[src/rtl/fpm_pkg.sv]
// Shared constants for the FP32 multiplier result buffer: field widths, class codes,
// flag bit positions, the stored entry layout and a saturating increment helper.
package fpm_pkg;

    localparam int FP32_EXP_W = 8;
    localparam int FP32_MAN_W = 23;

    localparam logic [2:0] CLS_NORM = 3'd0;
    localparam logic [2:0] CLS_ZERO = 3'd1;
    localparam logic [2:0] CLS_SUB  = 3'd2;
    localparam logic [2:0] CLS_INF  = 3'd3;
    localparam logic [2:0] CLS_NAN  = 3'd4;

    localparam int FLG_ZERO = 0;
    localparam int FLG_SUB  = 1;
    localparam int FLG_INF  = 2;
    localparam int FLG_NAN  = 3;

    typedef struct packed {
        logic [2:0]  cls;
        logic [31:0] data;
    } fpm_entry_t;

    function automatic logic [15:0] sat_inc16(input logic [15:0] v);
        return (v == 16'hFFFF) ? v : v + 16'd1;
    endfunction

endpackage

[src/rtl/fp32_classify.sv]
// Combinational IEEE-754 single-precision classifier; the sign bit does not affect the class.
module fp32_classify
    import fpm_pkg::*;
(
    input  logic [31:0] data_i,
    output logic [2:0]  cls_o
);

    logic [FP32_EXP_W-1:0] exp_w;
    logic [FP32_MAN_W-1:0] man_w;

    assign exp_w = data_i[30:23];
    assign man_w = data_i[22:0];

    always_comb begin
        cls_o = CLS_NORM;
        if (exp_w == '1) begin
            cls_o = (man_w != '0) ? CLS_NAN : CLS_INF;
        end else if (exp_w == '0) begin
            cls_o = (man_w != '0) ? CLS_SUB : CLS_ZERO;
        end
    end

endmodule

[src/rtl/fpm_result_buffer.sv]
// FWFT result FIFO behind the FP32 multiplier: classifies, queues, counts drops, keeps sticky flags.
// Optional per-class statistics counters are built when FPM_RESULT_STATS_EN is defined.
module fpm_result_buffer
    import fpm_pkg::*;
#(
    parameter int DEPTH  = 8,
    parameter int DROP_W = 16
) (
    input  logic                       clk,
    input  logic                       rst,
    input  logic                       in_valid,
    input  logic [31:0]                in_data,
    output logic                       out_valid,
    input  logic                       out_ready,
    output logic [31:0]                out_data,
    output logic [2:0]                 out_class,
    output logic [$clog2(DEPTH):0]     level,
    input  logic                       clear_flags,
    output logic [3:0]                 flags,
    output logic [DROP_W-1:0]          drop_cnt
`ifdef FPM_RESULT_STATS_EN
    ,
    output logic [15:0]                stat_nan_cnt,
    output logic [15:0]                stat_inf_cnt,
    output logic [15:0]                stat_norm_cnt
`endif
);

    localparam int ADDR_W = $clog2(DEPTH);

    fpm_entry_t        mem_q [DEPTH];
    logic [ADDR_W:0]   wr_ptr_q, wr_ptr_d;
    logic [ADDR_W:0]   rd_ptr_q, rd_ptr_d;
    logic [3:0]        flags_q, flags_d;
    logic [DROP_W-1:0] drop_q, drop_d;
    logic [2:0]        in_cls;
    logic              full, empty, pop, push_ok;

    fp32_classify u_classify (
        .data_i (in_data),
        .cls_o  (in_cls)
    );

    // Extra pointer MSB distinguishes full from empty when the address bits match.
    assign empty   = (wr_ptr_q == rd_ptr_q);
    assign full    = (wr_ptr_q[ADDR_W] != rd_ptr_q[ADDR_W]) &&
                     (wr_ptr_q[ADDR_W-1:0] == rd_ptr_q[ADDR_W-1:0]);
    assign pop     = !empty && out_ready;
    assign push_ok = in_valid && (!full || pop);

    assign out_valid = !empty;
    assign level     = wr_ptr_q - rd_ptr_q;
    assign out_data  = mem_q[rd_ptr_q[ADDR_W-1:0]].data;
    assign out_class = mem_q[rd_ptr_q[ADDR_W-1:0]].cls;
    assign flags     = flags_q;
    assign drop_cnt  = drop_q;

    always_comb begin
        wr_ptr_d = wr_ptr_q + (push_ok ? 1'b1 : 1'b0);
        rd_ptr_d = rd_ptr_q + (pop ? 1'b1 : 1'b0);

        drop_d = drop_q;
        if (in_valid && !push_ok && (drop_q != '1)) begin
            drop_d = drop_q + 1'b1;
        end

        // Clear first so a same-cycle set of a bit still lands.
        flags_d = clear_flags ? 4'b0000 : flags_q;
        if (push_ok) begin
            unique case (in_cls)
                CLS_ZERO: flags_d[FLG_ZERO] = 1'b1;
                CLS_SUB:  flags_d[FLG_SUB]  = 1'b1;
                CLS_INF:  flags_d[FLG_INF]  = 1'b1;
                CLS_NAN:  flags_d[FLG_NAN]  = 1'b1;
                default:  ;
            endcase
        end
    end

    always_ff @(posedge clk) begin
        if (rst) begin
            wr_ptr_q <= '0;
            rd_ptr_q <= '0;
            flags_q  <= '0;
            drop_q   <= '0;
        end else begin
            wr_ptr_q <= wr_ptr_d;
            rd_ptr_q <= rd_ptr_d;
            flags_q  <= flags_d;
            drop_q   <= drop_d;
        end
    end

    // Storage is never reset; out_* are only meaningful while out_valid is high.
    always_ff @(posedge clk) begin
        if (!rst && push_ok) begin
            mem_q[wr_ptr_q[ADDR_W-1:0]] <= '{cls: in_cls, data: in_data};
        end
    end

`ifdef FPM_RESULT_STATS_EN
    logic [15:0] nan_q, nan_d;
    logic [15:0] inf_q, inf_d;
    logic [15:0] norm_q, norm_d;

    always_comb begin
        nan_d  = clear_flags ? 16'd0 : nan_q;
        inf_d  = clear_flags ? 16'd0 : inf_q;
        norm_d = clear_flags ? 16'd0 : norm_q;
        if (push_ok) begin
            if (in_cls == CLS_NAN)  nan_d  = sat_inc16(nan_d);
            if (in_cls == CLS_INF)  inf_d  = sat_inc16(inf_d);
            if (in_cls == CLS_NORM) norm_d = sat_inc16(norm_d);
        end
    end

    always_ff @(posedge clk) begin
        if (rst) begin
            nan_q  <= '0;
            inf_q  <= '0;
            norm_q <= '0;
        end else begin
            nan_q  <= nan_d;
            inf_q  <= inf_d;
            norm_q <= norm_d;
        end
    end

    assign stat_nan_cnt  = nan_q;
    assign stat_inf_cnt  = inf_q;
    assign stat_norm_cnt = norm_q;
`endif

endmodule

[config.mk]
export PLATFORM = sky130hd
export DESIGN_NAME = fpm_result_buffer
export DESIGN_NICKNAME = d
export VERILOG_FILES = /design/src/rtl/fpm_pkg.sv /design/src/rtl/fp32_classify.sv /design/src/rtl/fpm_result_buffer.sv
export SDC_FILE = /design/constraint.sdc
export NUM_CORES = 1
export LEC_CHECK = 0
export CAP_MARGIN = 25
export CELL_PAD_IN_SITES_DETAIL_PLACEMENT = 2
export CELL_PAD_IN_SITES_GLOBAL_PLACEMENT = 2
export CORE_MARGIN = 2
export CORE_UTILIZATION = 47
export DETAILED_ROUTE_END_ITERATION = 8
export DONT_BUFFER_PORTS = 1
export GPL_ROUTABILITY_DRIVEN = 0
export HOLD_SLACK_MARGIN = 0.08
export PLACE_DENSITY = 0.79
export SLEW_MARGIN = 5
export SYNTH_ARGS = -nofsm -noshare
export SYNTH_HDL_FRONTEND = slang
export SYNTH_SLANG_ARGS = --single-unit
[constraint.sdc]
create_clock -name clk -period 6.25 [get_ports clk]
set_input_delay 0.625 -clock clk [delete_from_list [all_inputs] [get_ports clk]]
set_output_delay 0.625 -clock clk [all_outputs]
set_load 0.02 [all_outputs]
# --- After elaboration in Yosys (flattened, before gate mapping) ---
# Memories as Yosys holds them, arrays and structs flattened. A register that Yosys moved wholly into a read port is not among the register bits.
# Index checks and enable logic that the tools add are counted.
word_totals:
  reg_bits: 28
  mem_bits_rw: 280
  in_bits: 37
  mem_count: 1
memory_table:
  columns: ["memory", "words", "word_bits", "rd", "rd_clocked_by_memory_dff", "write_ports", "line", "rtl"]
  rows:
  - ["mem_q", 8, 35, 1, 1, 1, "fpm_result_buffer.sv:31", "fpm_entry_t mem_q [DEPTH];"]
classes:
  n_addsub: 4
  n_eq_ne: 9
  mux: 15
  n_reduce_logical: 13
ops:
  columns: ["cell", "count"]
  rows:
  - ["$reduce_bool A23 Y1", 1]
  - ["$add A16 B1 Y16 const B", 1]
  - ["$ne A16 B16 Y1 const B", 1]
  - ["$mux W3", 4]
  - ["$add A4 B1 Y4", 2]
  - ["$eq A8 B8 Y1 const B", 1]
  - ["$logic_not A8 Y1", 1]
  - ["$mux W1", 8]
  - ["$mux W4", 2]
  - ["$eq A3 B2 Y1 const B", 2]
  - ["$logic_and A1 B1 Y1", 6]
  - ["$eq A4 B4 Y1", 1]
  - ["$logic_not A1 Y1", 4]
  - ["$sub A4 B4 Y4", 1]
  - ["$eq A3 B1 Y1 const B", 1]
  - ["$eq A3 B3 Y1", 1]
  - ["$eq A3 B3 Y1 const B", 1]
  - ["$mux W2", 1]
  - ["$logic_or A1 B1 Y1", 1]
  - ["$ne A1 B1 Y1", 1]

# --- Depth between registers and ports, before layout ---
depth:
  word_depth: 8
  ltp_mapped: 11
  ltp_nobuf: 9

# --- Modules after synthesis ---
# Synthesis repeated with hierarchy kept, for this count alone.
hier_totals:
  hier_cells: 685
  area_unflattened_um2: 12259.3
by_module_without_submodules:
  columns: ["mod", "instances", "cells_each", "area_each_um2"]
  rows:
  - ["fpm_result_buffer", 1, 667, 12144.1]
  - ["fp32_classify", 1, 18, 115.1]

# --- Least setup slack after synthesis ---
# OpenSTA, ideal clock, no wires.
synth_path:
  path_kind: "register to register"
  from: "reg rd_ptr_q[1]"
  to: "mem mem_q[1][0] in the netlist's numbering (enable)"
  setup_ns: 0.471
  t_arrival_ns: 4.340
  required_ns: 5.779
  slack_ns: 1.439
  stages_incl_launch_ff: 9
  path_buffers: 2
  period_less_slack_ns: 4.811
  cell_sequence: "dfxtp_1 > clkbuf_1 > clkbuf_1 > inv_1 > ha_1 > nand4b_1 > o21ai_1 > or3_1 > nor3_1"
synth_via:
  elab_chain_len: 8
synth_rtl:
  columns: ["item", "line", "rtl"]
  rows:
  - ["start, declared", "fpm_result_buffer.sv:33", "logic [ADDR_W:0] rd_ptr_q, rd_ptr_d;"]
  - ["start signal, assigned", "fpm_result_buffer.sv:88", "rd_ptr_q <= rd_ptr_d;"]
  - ["$eq A4 B4 Y1 / $eq A3 B3 Y1 (equally long branches)", "fpm_result_buffer.sv:45, fpm_result_buffer.sv:47", null]
  - ["$logic_not A1 Y1 / $logic_and A1 B1 Y1 (equally long branches)", "fpm_result_buffer.sv:48, fpm_result_buffer.sv:46", null]
  - ["$logic_and A1 B1 Y1 / $logic_not A1 Y1 (equally long branches)", "fpm_result_buffer.sv:48, fpm_result_buffer.sv:49", null]
  - ["$logic_or A1 B1 Y1 (*)", "fpm_result_buffer.sv:49", "assign push_ok = in_valid && (!full || pop);"]
  - ["$logic_and A1 B1 Y1 (*)", "fpm_result_buffer.sv:49", null]
  - ["$logic_and A1 B1 Y1 (*)", "fpm_result_buffer.sv:96", "if (!rst && push_ok) begin"]
  - ["$mux W1 (*)", "fpm_result_buffer.sv:96", null]
  - ["$mux W1 (not written as such) (*)", "fpm_result_buffer.sv:97", "mem_q[wr_ptr_q[ADDR_W-1:0]] <= '{cls: in_cls, data: in_data};"]
  - ["end, declared", "fpm_result_buffer.sv:31", null]
# Mark *: on every way between the ends. The rest lies on a longest branch, timed or not.

# --- Worst setup path after layout ---
layout_path:
  from: "reg rd_ptr_q[2]"
  to: "mem mem_q[3][28] in the netlist's numbering (enable)"
# The elaborated chain is that of the path after synthesis.

==> impl_metrics.env <==
export IMPL_status="completed"
export IMPL_hp_start="rst"
export IMPL_hold_buffers=0
export IMPL_routed_wl_met2_um=19500
export IMPL_finalSetupViolCount=0
export IMPL_yosys_top_cells_count="edfxtp_1 (280), nand2_1 (115), mux4_2 (70)"
export IMPL_cp_top_family="simple AND/OR/NAND/NOR gates"
export IMPL_cts_tree="yes"
export IMPL_cp_slowest_stage_delay_ns=0.98
export IMPL_wl_um=37600
export IMPL_vias_per_cell=6.34
export IMPL_area_growth_pct=13.4
export IMPL_post_synth_num_cell_types=42
export IMPL_dp_cells=995
export IMPL_coreArea_um2=25300
export IMPL_cp_start_kind="flop"
export IMPL_h_tree_depth=2
export IMPL_maxCapViolCount=0
export IMPL_fin_setup_tns_ns=0
export IMPL_die_h_um=165
export IMPL_m1WireLength_um=14200
export IMPL_peakVddDrop_mv=0.264
export IMPL_synth_warnings=0
export IMPL_synth_top_cells_by_area="edfxtp_1 (69%), mux4_2 (13%), dfxtp_1 (4.6%)"
export IMPL_yosysSeqAreaShare=0.739
export IMPL_post_route_period_util=0.645
export IMPL_n_antenna_cell=0
export IMPL_port_buffers=0
export IMPL_die_area_um2=27100
export IMPL_worstSetupStartpoint="rd_ptr_q[2]"
export IMPL_hold_viol_final=0
export IMPL_cp_arrival_ns=4.24
export IMPL_cp_max_fo=38
export IMPL_post_route_min_period_ns=4.03
export IMPL_rr_startpoint="rd_ptr_q[2]"
export IMPL_antenna_found_initial=1
export IMPL_cts_root_buffer="clkbuf_16"
export IMPL_crit_path_end_kind="flop"
export IMPL_synth_flop_cell="edfxtp_1"
export IMPL_synth_seq_cells=308
export IMPL_grt_pass1_vias=7446
export IMPL_yosysMostFrequentCell="edfxtp_1"
export IMPL_rsz0062_at_grt="false"
export IMPL_fillCellCount=2188
export IMPL_syn_avg_cell_area_um2=17.8
export IMPL_pwr_density_cell_nw_per_um2=349
export IMPL_antenna_left=0
export IMPL_synth_edf_count=280
export IMPL_slew_headroom=0.344
export IMPL_grtUsageTotal=0.289
export IMPL_drive_above_1_share=0.194
export IMPL_netlist_instances=683
export IMPL_clk_pin_slew_ns=0.07
export IMPL_met3_length_um=2760
export IMPL_hold_path_class="input pin to flop"
export IMPL_drtIter0Drc=758
export IMPL_grt_max_degree=50
export IMPL_async_flop_share=0
export IMPL_crit_buf_inv=2
export IMPL_clock_fmax_mhz=248
export IMPL_die_x_um=165
export IMPL_drc_errors=0
export IMPL_num_vias=6693
export IMPL_start_util=0.481
export IMPL_yosysTopAreaCellShare=0.693
export IMPL_gr_total_overflow=0
export IMPL_multi_input_area_um2=3050
export IMPL_post_dp_hpwl_um=22500
export IMPL_leakage_nw=4.33
export IMPL_drv_slew=0
export IMPL_path_class="flop to flop"
export IMPL_seq_area_um2=8980
export IMPL_highest_layer="met5"
export IMPL_yosysTopAreaCell="edfxtp_1"
export IMPL_fin_worst_skew_ns=0.0169
export IMPL_fp_row_count=58
export IMPL_post_drt_wl_per_cell_um=35.6
export IMPL_io_pins=97
export IMPL_post_cts_buffers=0
export IMPL_fin_cells=1056
export IMPL_cts_sinks=308
export IMPL_worstMarginPinSlew_ns=0.985
export IMPL_cts_made_buffers=35
export IMPL_ctsResizeCount=0
export IMPL_fin_nets=749
export IMPL_cp_cell_sequence="clkinv_1 > ha_1 > nand4b_1 > o21ai_1 > or3_1 > nor2_4 > buf_16"
export IMPL_cp_required_ns=6.46
export IMPL_clock_latency_ns=0.52
export IMPL_dr_pass1_iters=5
export IMPL_syn_area_um2=12100
export IMPL_grt_pass1_wl_um=54500
export IMPL_synthesis_nets=729
export IMPL_cpMaxStageDelayCell="dfxtp_2"
export IMPL_clk_path_buf_depth=3
final cells by class:
type | instances | share of cell area
sequential | 308 | 0.652
multi-input combinational | 331 | 0.222
clock buffer | 47 | 0.0700
tap | 330 | 0.0300
timing repair buffer | 15 | 0.0165
clock inverter | 13 | 0.00600
inverter | 12 | 0.00327
flip-flops by register name (all words and copies together) (netlist names):
signal    count
wr_ptr_q      4
flags         4
mem_q       280
drop_cnt     16
rd_ptr_q      4
cell usage in the layout (no fill, tap or decap), drive strengths merged, types with 9 or more instances in the layout:
cell | netlist | layout
edfxtp | 280 | 280
nand2 | 115 | 115
mux4 | 70 | 70
clkbuf | 22 | 47
dfxtp | 28 | 28
a21oi | 17 | 17
nor2 | 16 | 16
buf | 10 | 15
or4 | 14 | 14
clkinv | 1 | 12
inv | 11 | 11
o31ai | 10 | 10
nor4 | 10 | 10
nand4 | 9 | 9
nand3 | 9 | 9
worst paths after layout:
path	to	slack (ns)	depth (start not counted)
worst max-delay path	mem_q[3][28]	2.22	7
worst min-delay path	drop_cnt[3]	0.17	1
worst max register to register	mem_q[3][28]	2.22	7
worst min register to register	flags[2]	0.58	2
power by group:
group,internal [mW],switching [mW],leakage [nW]
combinational,0.220,0.284,1.05
sequential,2.28,0.0666,2.77
clock,1.12,0.842,0.506
total,3.62,1.19,4.33
through the flow:
stage	util	setup WS, ns	instance area, µm²	hold slack [ns]	total power, mW
floorplan	-	1.44	12100	0.538	2.77
global placement	0.497	2.54	12500	0.560	2.84
detailed placement	0.503	2.39	12700	0.572	2.89
CTS	0.545	2.27	13800	0.160	4.85
global route	0.545	2.08	13800	0.167	4.94
finish	0.545	2.22	13800	0.174	4.81
cells by family (layout without fill, tap and decap cells):
family,count (synthesis),after routing,share of synthesized area
DFF,308,308,0.739
and+or+nand+nor,204,204,0.0796
buffers and inverters,44,87,0.0145
muxes,73,73,0.133
xor gates and xnor gates,8,8,0.00577
AOI/OAI and AO/OA,37,37,0.0188
adders and majority gates,9,9,0.00990
layer usage:
metal,vias up,track usage
met1,3599,0.360
met4,2,0.100
met5,-,0
met3,67,0.0696
li1,2744,-
met2,281,0.498
Note: power is estimated with default switching activity, not from simulation.
